## src/rtl/par_arbiter_m2s_by_id.sv

```systemverilog
// Master-to-slave arbiter for one AXI address channel: grants one master, holds it until the handshake.
// Build option: define ARB_FIXED_PRIO_EN for fixed lowest-index-wins priority instead of round-robin.
module par_arbiter_m2s_by_id #(
    parameter int unsigned MasterCount  = 2,
    parameter int unsigned PayloadWidth = 32
) (
    input  logic                                ACLK,
    input  logic                                ARESETn,
    input  logic [MasterCount-1:0]              VALID_M,
    input  logic [MasterCount*PayloadWidth-1:0] PAYLOAD_M,
    output logic [MasterCount-1:0]              READY_M,
    output logic                                VALID_S,
    output logic [PayloadWidth-1:0]             PAYLOAD_S,
    output logic [3:0]                          ID_S,
    input  logic                                READY_S,
    output logic                                BUSY
);

    localparam int unsigned IdW = 4;

    localparam logic [0:0] StIdle  = 1'b0;
    localparam logic [0:0] StGrant = 1'b1;

    logic [0:0]     state_q, state_d;
    logic [IdW-1:0] grant_q, grant_d;
    logic [IdW-1:0] rr_ptr;
    logic           any_req;
    logic           hi_found;
    logic [IdW-1:0] low_all;
    logic [IdW-1:0] low_hi;
    logic [IdW-1:0] winner;

`ifdef ARB_FIXED_PRIO_EN
    assign rr_ptr = '0;
`else
    logic [IdW-1:0] ptr_q, ptr_d;
    logic           handshake;

    assign handshake = (state_q == StGrant) && READY_S;

    // Pointer moves just past the master that completed its handshake.
    always_comb begin
        ptr_d = ptr_q;
        if (handshake) begin
            ptr_d = (grant_q == IdW'(MasterCount - 1)) ? '0 : grant_q + IdW'(1);
        end
    end

    always_ff @(posedge ACLK or negedge ARESETn) begin
        if (!ARESETn) begin
            ptr_q <= '0;
        end else begin
            ptr_q <= ptr_d;
        end
    end

    assign rr_ptr = ptr_q;
`endif

    // Lowest requester at/above the pointer wins, else the lowest requester overall (wrap).
    always_comb begin
        any_req  = 1'b0;
        hi_found = 1'b0;
        low_all  = '0;
        low_hi   = '0;
        for (int i = int'(MasterCount) - 1; i >= 0; i--) begin
            if (VALID_M[i]) begin
                any_req = 1'b1;
                low_all = IdW'(i);
                if (IdW'(i) >= rr_ptr) begin
                    hi_found = 1'b1;
                    low_hi   = IdW'(i);
                end
            end
        end
        winner = hi_found ? low_hi : low_all;
    end

    always_comb begin
        state_d = state_q;
        grant_d = grant_q;
        case (state_q)
            StIdle: begin
                if (any_req) begin
                    state_d = StGrant;
                    grant_d = winner;
                end
            end
            StGrant: begin
                if (READY_S) begin
                    state_d = StIdle;
                end
            end
            default: state_d = StIdle;
        endcase
    end

    always_ff @(posedge ACLK or negedge ARESETn) begin
        if (!ARESETn) begin
            state_q <= StIdle;
            grant_q <= '0;
        end else begin
            state_q <= state_d;
            grant_q <= grant_d;
        end
    end

    assign BUSY    = (state_q == StGrant);
    assign VALID_S = BUSY;
    assign ID_S    = BUSY ? grant_q : '0;

    // Payload and READY route through from the held winner only while granted.
    always_comb begin
        PAYLOAD_S = '0;
        READY_M   = '0;
        for (int i = 0; i < int'(MasterCount); i++) begin
            if (BUSY && (grant_q == IdW'(i))) begin
                PAYLOAD_S  = PAYLOAD_M[i*PayloadWidth +: PayloadWidth];
                READY_M[i] = READY_S;
            end
        end
    end

endmodule

```

## config.mk

```make
export PLATFORM = sky130hd
export DESIGN_NAME = par_arbiter_m2s_by_id
export DESIGN_NICKNAME = d
export VERILOG_FILES = /design/src/rtl/par_arbiter_m2s_by_id.sv
export SDC_FILE = /design/constraint.sdc
export NUM_CORES = 1
export LEC_CHECK = 0
export ABC_AREA = 0
export CORE_MARGIN = 8
export CORE_UTILIZATION = 37
export CTS_CLUSTER_DIAMETER = 80
export DETAILED_ROUTE_END_ITERATION = 10
export DONT_BUFFER_PORTS = 1
export PLACE_DENSITY = 0.51
export RECOVER_POWER = 100
export SETUP_SLACK_MARGIN = 0.2
export SYNTH_ARGS = -nofsm -noshare
export SYNTH_HDL_FRONTEND = slang
export SYNTH_SLANG_ARGS = --single-unit
export TNS_END_PERCENT = 5
```

## constraint.sdc

```tcl
create_clock -name ACLK -period 1.1 [get_ports ACLK]
set_input_delay 0.22 -clock ACLK [delete_from_list [all_inputs] [get_ports ACLK]]
set_output_delay 0.22 -clock ACLK [all_outputs]
set_load 0.01 [all_outputs]
```

# Word level (Yosys, flattened, before mapping)
# Cells that the tools add are included.
# totals
regBits	9
word_cells	35
# op_classes
n_addsub	1
magnitude_cmp	2
n_eq_ne	1
mux	22
bitwise_logic	1
reduce_logical	5
# op_table
cell	count
two-way mux 32 bit	2
two-way mux 4 bit	6
two-way mux 1 bit	13
greater-or-equal comparator 1 x 4 -> 1 bit (first input constant)	2
adder 4 x 1 -> 4 bit (second input constant)	1
equality test 4 x 1 -> 1 bit (second input constant)	1
zero test 4 bit	1
logical AND 1 bit	3
case mux 1 bit (2 select lines)	1
AND reduction 2 bit	1
inverter 1 bit	1

# Longest topological paths before layout
# Gate-level depths: netlist of the first run.
# logic_depth
ltp_word	6
mapped_depth	4

# Worst setup path before layout of the first run
# Ideal clock, no wire load.
# synth_timing
path_type	flip-flop to output port
from	register state_q (netlist: BUSY)
to	output PAYLOAD_S[21]
arrival_time_ns	1.015
required_ns	0.880
slack_ns	-0.135
path_stages_with_launch	4
cell_sequence	dfrtp_1 -> buf_4 -> clkbuf_1 -> nor2b_1
# synth_via
elab_chain_cells	3
word_cells_on_any_way	4
cone_classes	2 x mux; 2 x reduce/logical
# synth_lines
item	line	rtl
start: declaration	24	logic [0:0] state_q, state_d;
start signal: assignment	100	state_q <= StIdle;
start signal: assignment	103	state_q <= state_d;
logical AND 1 bit	117	if (BUSY && (grant_q == IdW'(i))) begin
two-way mux 32 bit	117	
two-way mux 32 bit (*)	117	
end: declaration	13	output logic [PayloadWidth-1:0] PAYLOAD_S,
# Every way passes the cells marked *; elsewhere a longest branch is shown, timed or not.

# Final worst setup path of the first run
# layout_timing
from	register grant_q[0]
to	output PAYLOAD_S[0]
# layout_via
elab_chain_cells	4
word_cells_on_any_way	6
cone_classes	1 x eq/ne; 2 x mux; 3 x reduce/logical
# layout_lines
item	line	rtl
start: declaration	25	logic [IdW-1:0] grant_q, grant_d;
start signal: assignment	104	grant_q <= grant_d;
zero test 4 bit	117	
logical AND 1 bit	117	
two-way mux 32 bit	117	
two-way mux 32 bit (*)	117	
# Marks and branches as above.

==> flow_metrics.tcl, run 1 <==
set metrics [dict create \
    r2r_cells 3 \
    rsz0062_at_grt "yes" \
    cts.sinks 3 \
    gr-total-overflow 0 \
    post-cts-setup-buffers 0 \
    slew_violations 0 \
    hold_viol 0 \
    routabilityCongestion 0.636 \
    hp-class "primary input to flop" \
    num-nets-final 162 \
    cts_htree_levels 1 \
    ioPinCount 109 \
    met2_usage 0.198 \
    core_area_um2 1980 \
    critPathCaptureType "primary output" \
    cp-start-kind "flop" \
    ys_warn_count 0 \
    r2r-start "grant_q[0]$_DFFE_PN0P_" \
    die_h_um 61.9 \
    drt-initial-drc-count 9 \
    wl_per_cell_um 20.3 \
    hold_depth 1 \
    run_status "complete, but fails checks" \
    synth_cell_types 16 \
    synthesis.area_um2 781 \
    period_share 1.31 \
    grt_use_met3 0.0473 \
    synth-seq-cells 3 \
    ys_seq_area_frac 0.0962 \
    cp-startpoint "grant_q[0]$_DFFE_PN0P_" \
    grt_max_degree 23 \
    use_met1 0.0910 \
    grt_pass1_wl_um 2970 \
    io_buffers 0 \
    antenna_left 0 \
    arrival_ns 1.22 \
    place_hpwl_um 2020 \
    synth_mux_area_frac 0.410 \
    fin_skew_ns 0.000842 \
    die_area_um2 3840 \
    via_count 633 \
    fin_tns_setup_ns -9.62 \
    p_per_area_nw_per_um2 1460 \
    drc 0 \
    syn_to_final_growth_pct 17.9 \
    path_max_fanout 11 \
    cts_root_buf "clkbuf_4" \
    drive_above_1_share 0.489 \
    required_ns 0.88 \
    failed_checks "setup timing" \
    leakagePower_nw 0.449 \
    syn_inst 90 \
    layout_min_cycle_time_ns 1.44 \
    cts_tree "built" \
    num_antenna_cells 0 \
    crit_type "flop to primary output" \
    synth_compound_gate_area_share 0.0321 \
    fmax_ghz 0.696 \
    die_x_um 61.9 \
    grt-busiest-layer "met2" \
    final.setup.worst_slack_ns -0.336 \
    vdd_drop_max_mv 0.884 \
    fillers 188 \
    synth_top_family_by_area "multiplexers" \
    syn_avg_cell_area_um2 8.67 \
    synthAdderAreaFrac 0 \
    clock_path_buffers 2 \
    dr.pass1.iters 2 \
    cts_made_buffers 3 \
    via_per_inst 5.32 \
    hp-start "VALID_M[0]" \
    max-cap-violations 0 \
    grt_pass1_vias 694 \
    start_util 0.394 \
    setup_viol 37 \
    clk_pin_slew_ns 0.04 \
    drt_wl_total_um 2410 \
    synthXorXnorAreaFrac 0 \
    rows 16 \
    yosys.area_share.simple 0.309 \
    grt_antenna_before_repair 0 \
    clk-insertion-delay-late_ns 0.23 \
    final_util 0.465 \
    grtUsageTotal 0.101 \
]
-- where the power goes --
group	internal [W]	switching [W]	total [W]
registers	0.000137	0.0000263	0.000164
logic	0.000485	0.000503	0.000988
clock network	0.000136	0.0000587	0.000195
-- synthesized netlist by cell type --
cell type / number / area share
nor2b_1: 34 / 0.27
mux2i_1: 32 / 0.41
buf_4: 5 / 0.048
clkbuf_1: 3 / 0.014
dfrtp_1: 3 / 0.096
buf_12: 2 / 0.051
nand2_1: 2 / 0.0096
a21o_1: 1 / 0.0096
a2bb2oi_1: 1 / 0.011
and2_1: 1 / 0.0080
and3_1: 1 / 0.0080
and3b_1: 1 / 0.011
buf_6: 1 / 0.014
buf_8: 1 / 0.019
conb_1: 1 / 0.0048
o31a_1: 1 / 0.011
-- stage by stage --
stage	cells	cell area (um^2)	worst slack [ns]	hold slack, ns	power [W]
6_report	119	921	-0.336	0.124	0.00135
5_1_grt	119	921	-0.395	0.127	0.00144
4_1_cts	118	888	-0.366	0.114	0.00131
3_5_place_dp	113	813	-0.121	-0.0755	0.00105
3_3_place_gp	113	813	-0.103	-0.0755	0.00104
2_1_floorplan	92	838	-0.0612	-0.0756	0.00103
-- logic make-up (layout without fill, tap and decap cells) --
kind of cell           count (synthesis)  in the layout
AOI/OAI and AO/OA                      3              3
DFF                                    3              3
and+or+nand+nor                       39             39
buffers and inverters                 12             12
muxes                                 32             32
other                                  1              3
-- registers in the layout, indices dropped and copies added (netlist names) --
signal   flops
grant_q      1
BUSY         1
ptr_q        1
-- layout by cell type (no fill, tap or decap) --
master / count
a21o_1: 1
a2bb2oi_1: 1
and2_4: 1
and3_4: 1
and3b_2: 1
buf_12: 1
buf_4: 1
buf_6: 2
clkbuf_1: 1
clkbuf_16: 1
clkbuf_4: 5
conb_1: 3
dfrtp_1: 2
dfrtp_2: 1
dlygate4sd3_1: 1
mux2i_1: 32
nand2_1: 2
nor2b_1: 3
nor2b_2: 31
o31a_1: 1
-- metal layers --
layer,share of wire,wire length (um)
met4,0,0
met1,0.32,775
met5,0,0
met2,0.53,1290
met3,0.15,350
-- worst paths after layout --
path | slack [ns] | end
min in group asynchronous | 0.24 | grant_q[0]$_DFFE_PN0P_
setup / recovery | -0.34 | PAYLOAD_S[0]
setup reg to reg | -0.01 | ptr_q[0]$_DFFE_PN0P_
hold / removal | 0.12 | BUSY$_DFF_PN0_
hold reg to reg | 0.48 | ptr_q[0]$_DFFE_PN0P_
max in group asynchronous | 0.69 | grant_q[0]$_DFFE_PN0P_
-- what timing repair did --
action | CTS | global route
cloned | 0 | 1
setup endpoints to repair | 40 | 40
resized for setup | 15 | 3
hold endpoints to repair | 3 | 0
hold buffers | 1 | 0
-- worst max-delay path, stage by stage (launching register included) --
cell,delay [ns]
dfrtp_2,0.41
buf_12,0.16
mux2i_1,0.20
nor2b_1,0.06
buf_4,0.14
-- cell type report --
| class | count | area (um^2) | share of cell area |
|---|---|---|---|
| multi-input cells | 77 | 684 | 0.743 |
| flip-flops and latches | 3 | 76.3 | 0.0829 |
| clock buffers | 4 | 26.3 | 0.0285 |
| repair buffers | 8 | 100 | 0.109 |
| well taps | 27 | 33.8 | 0.0367 |
(Power assumes the default switching activity.)
==> run 2, diff against run 1 <==
--- a/config.mk
+++ b/config.mk
@@ -13,7 +13,7 @@
 export DONT_BUFFER_PORTS = 1
 export PLACE_DENSITY = 0.51
 export RECOVER_POWER = 100
-export SETUP_SLACK_MARGIN = 0.2
+export SETUP_SLACK_MARGIN = 0.05
 export SYNTH_ARGS = -nofsm -noshare
 export SYNTH_HDL_FRONTEND = slang
 export SYNTH_SLANG_ARGS = --single-unit
==> flow_metrics.tcl, run 2 (same netlist as run 1, synthesis figures left out) <==
set metrics [dict create \
    run_status "complete, but fails checks" \
    failed_checks "setup timing" \
    grtUsageTotal 0.101 \
    cts_made_buffers 3 \
    num_antenna_cells 0 \
    cp-startpoint "grant_q[0]$_DFFE_PN0P_" \
    drt-initial-drc-count 10 \
    endpoint "PAYLOAD_S[0]" \
    r2r_slack_ns -0.01 \
    arrival_ns 1.22 \
    die_x_um 61.9 \
    critPathCaptureType "primary output" \
    ioPinCount 109 \
    clk_pin_slew_ns 0.04 \
    start_util 0.394 \
    place_hpwl_um 2020 \
    setup_viol 37 \
    layout_min_cycle_time_ns 1.44 \
    antenna_left 0 \
    timing.hold.ws_ns 0.124 \
    fmax_ghz 0.696 \
    dr.pass1.iters 2 \
    die_area_um2 3840 \
    fin_skew_ns 0.000842 \
    wl_per_cell_um 20.3 \
    layout.cells.non_filler 119 \
    cts_root_buf "clkbuf_4" \
    r2r-start "grant_q[0]$_DFFE_PN0P_" \
    grt_max_degree 23 \
    slew_violations 0 \
    gr-total-overflow 0 \
    place_ws_ns -0.121 \
    period_share 1.31 \
    required_ns 0.88 \
    clk-insertion-delay-late_ns 0.23 \
    post-cts-setup-buffers 0 \
    drive_above_1_share 0.489 \
    leakagePower_nw 0.449 \
    crit_type "flop to primary output" \
    grt_pass1_wl_um 2970 \
    io_buffers 0 \
    cts_tree "built" \
    mostFrequentLayoutCells "32 x mux2i_1, 31 x nor2b_2, 5 x clkbuf_4, 3 x nor2b_1, 3 x conb_1" \
    path_max_fanout 11 \
    routabilityCongestion 0.636 \
    placedCellCount 113 \
    rows 16 \
    p_per_area_nw_per_um2 1460 \
    grt_pass1_vias 695 \
    via_count 630 \
    rsz0062_at_grt "yes" \
    cp-start-kind "flop" \
    grt_antenna_before_repair 0 \
    hold_viol 0 \
    final.setup.worst_slack_ns -0.337 \
    syn_to_final_growth_pct 17.9 \
    cts.sinks 3 \
    drt_wl_total_um 2410 \
    hp-class "primary input to flop" \
    num-nets-final 162 \
    r2r_end "ptr_q[0]$_DFFE_PN0P_" \
    vdd_drop_max_mv 0.884 \
    drc 0 \
    die_h_um 61.9 \
    layout_commonest_cell "mux2i_1" \
    via_per_inst 5.29 \
    r2r_cells 3 \
    cts_htree_levels 1 \
    clock_path_buffers 2 \
    core_area_um2 1980 \
    fillers 188 \
    max-cap-violations 0 \
]
[run 2: cell counts in the layout (fill, tap and decap cells not counted)]
Identical to the previous run, type by type.
[run 2: area by class of cell]
class,count,area [um^2],area share
tap,27,33.8,0.0367
timing repair buffer,8,100,0.109
sequential,3,76.3,0.0829
clock buffer,4,26.3,0.0285
multi-input combinational,77,684,0.743
[run 2: worst min-delay path by stage]
stage,startpoint,to,cells after the start
after floorplan,ARESETn,BUSY$_DFF_PN0_,0
after global placement,ARESETn,ptr_q[0]$_DFFE_PN0P_,0
after detailed placement,ARESETn,ptr_q[0]$_DFFE_PN0P_,0
after CTS,VALID_M[0],BUSY$_DFF_PN0_,1
after global routing,VALID_M[0],BUSY$_DFF_PN0_,1
final,VALID_M[0],BUSY$_DFF_PN0_,1
[run 2: worst max-delay path, cell delays in order, from the launching register on]
cell	delay, ns
dfrtp_2	0.41
buf_12	0.16
mux2i_1	0.20
nor2b_1	0.06
buf_4	0.14
[run 2: repair_timing]
| item | in CTS | in global routing |
|---|---|---|
| setup endpoints to repair | 37 | 38 |
| endpoints found under the hold margin | 3 | 0 |
| hold buffers | 1 | 0 |
| resized for setup | 15 | 3 |
| gates cloned | 0 | 1 |
[run 2: layer usage]
metal,global-route usage,vias to the layer above,share of wire
met4,0.0195,0,0
met1,0.0910,275,0.32
li1,-,298,-
met2,0.198,57,0.53
met5,0,-,0
met3,0.0473,0,0.15
[run 2: per-stage QoR]
stage / total power [W] / TNS [ns] / cell area [um^2] / util
floorplan: 0.00103 / -1.17 / 838 / -
global route: 0.00144 / -11.68 / 921 / 0.465
detailed placement: 0.00105 / -1.55 / 813 / 0.410
finish: 0.00135 / -9.61 / 921 / 0.465
CTS: 0.00131 / -10.0 / 888 / 0.448
global placement: 0.00104 / -1.33 / 813 / 0.410
[run 2: power breakdown]
group	switching [W]	internal, W	total, W
clock network	0.0000587	0.000136	0.000195
logic	0.000502	0.000485	0.000987
registers	0.0000263	0.000137	0.000164
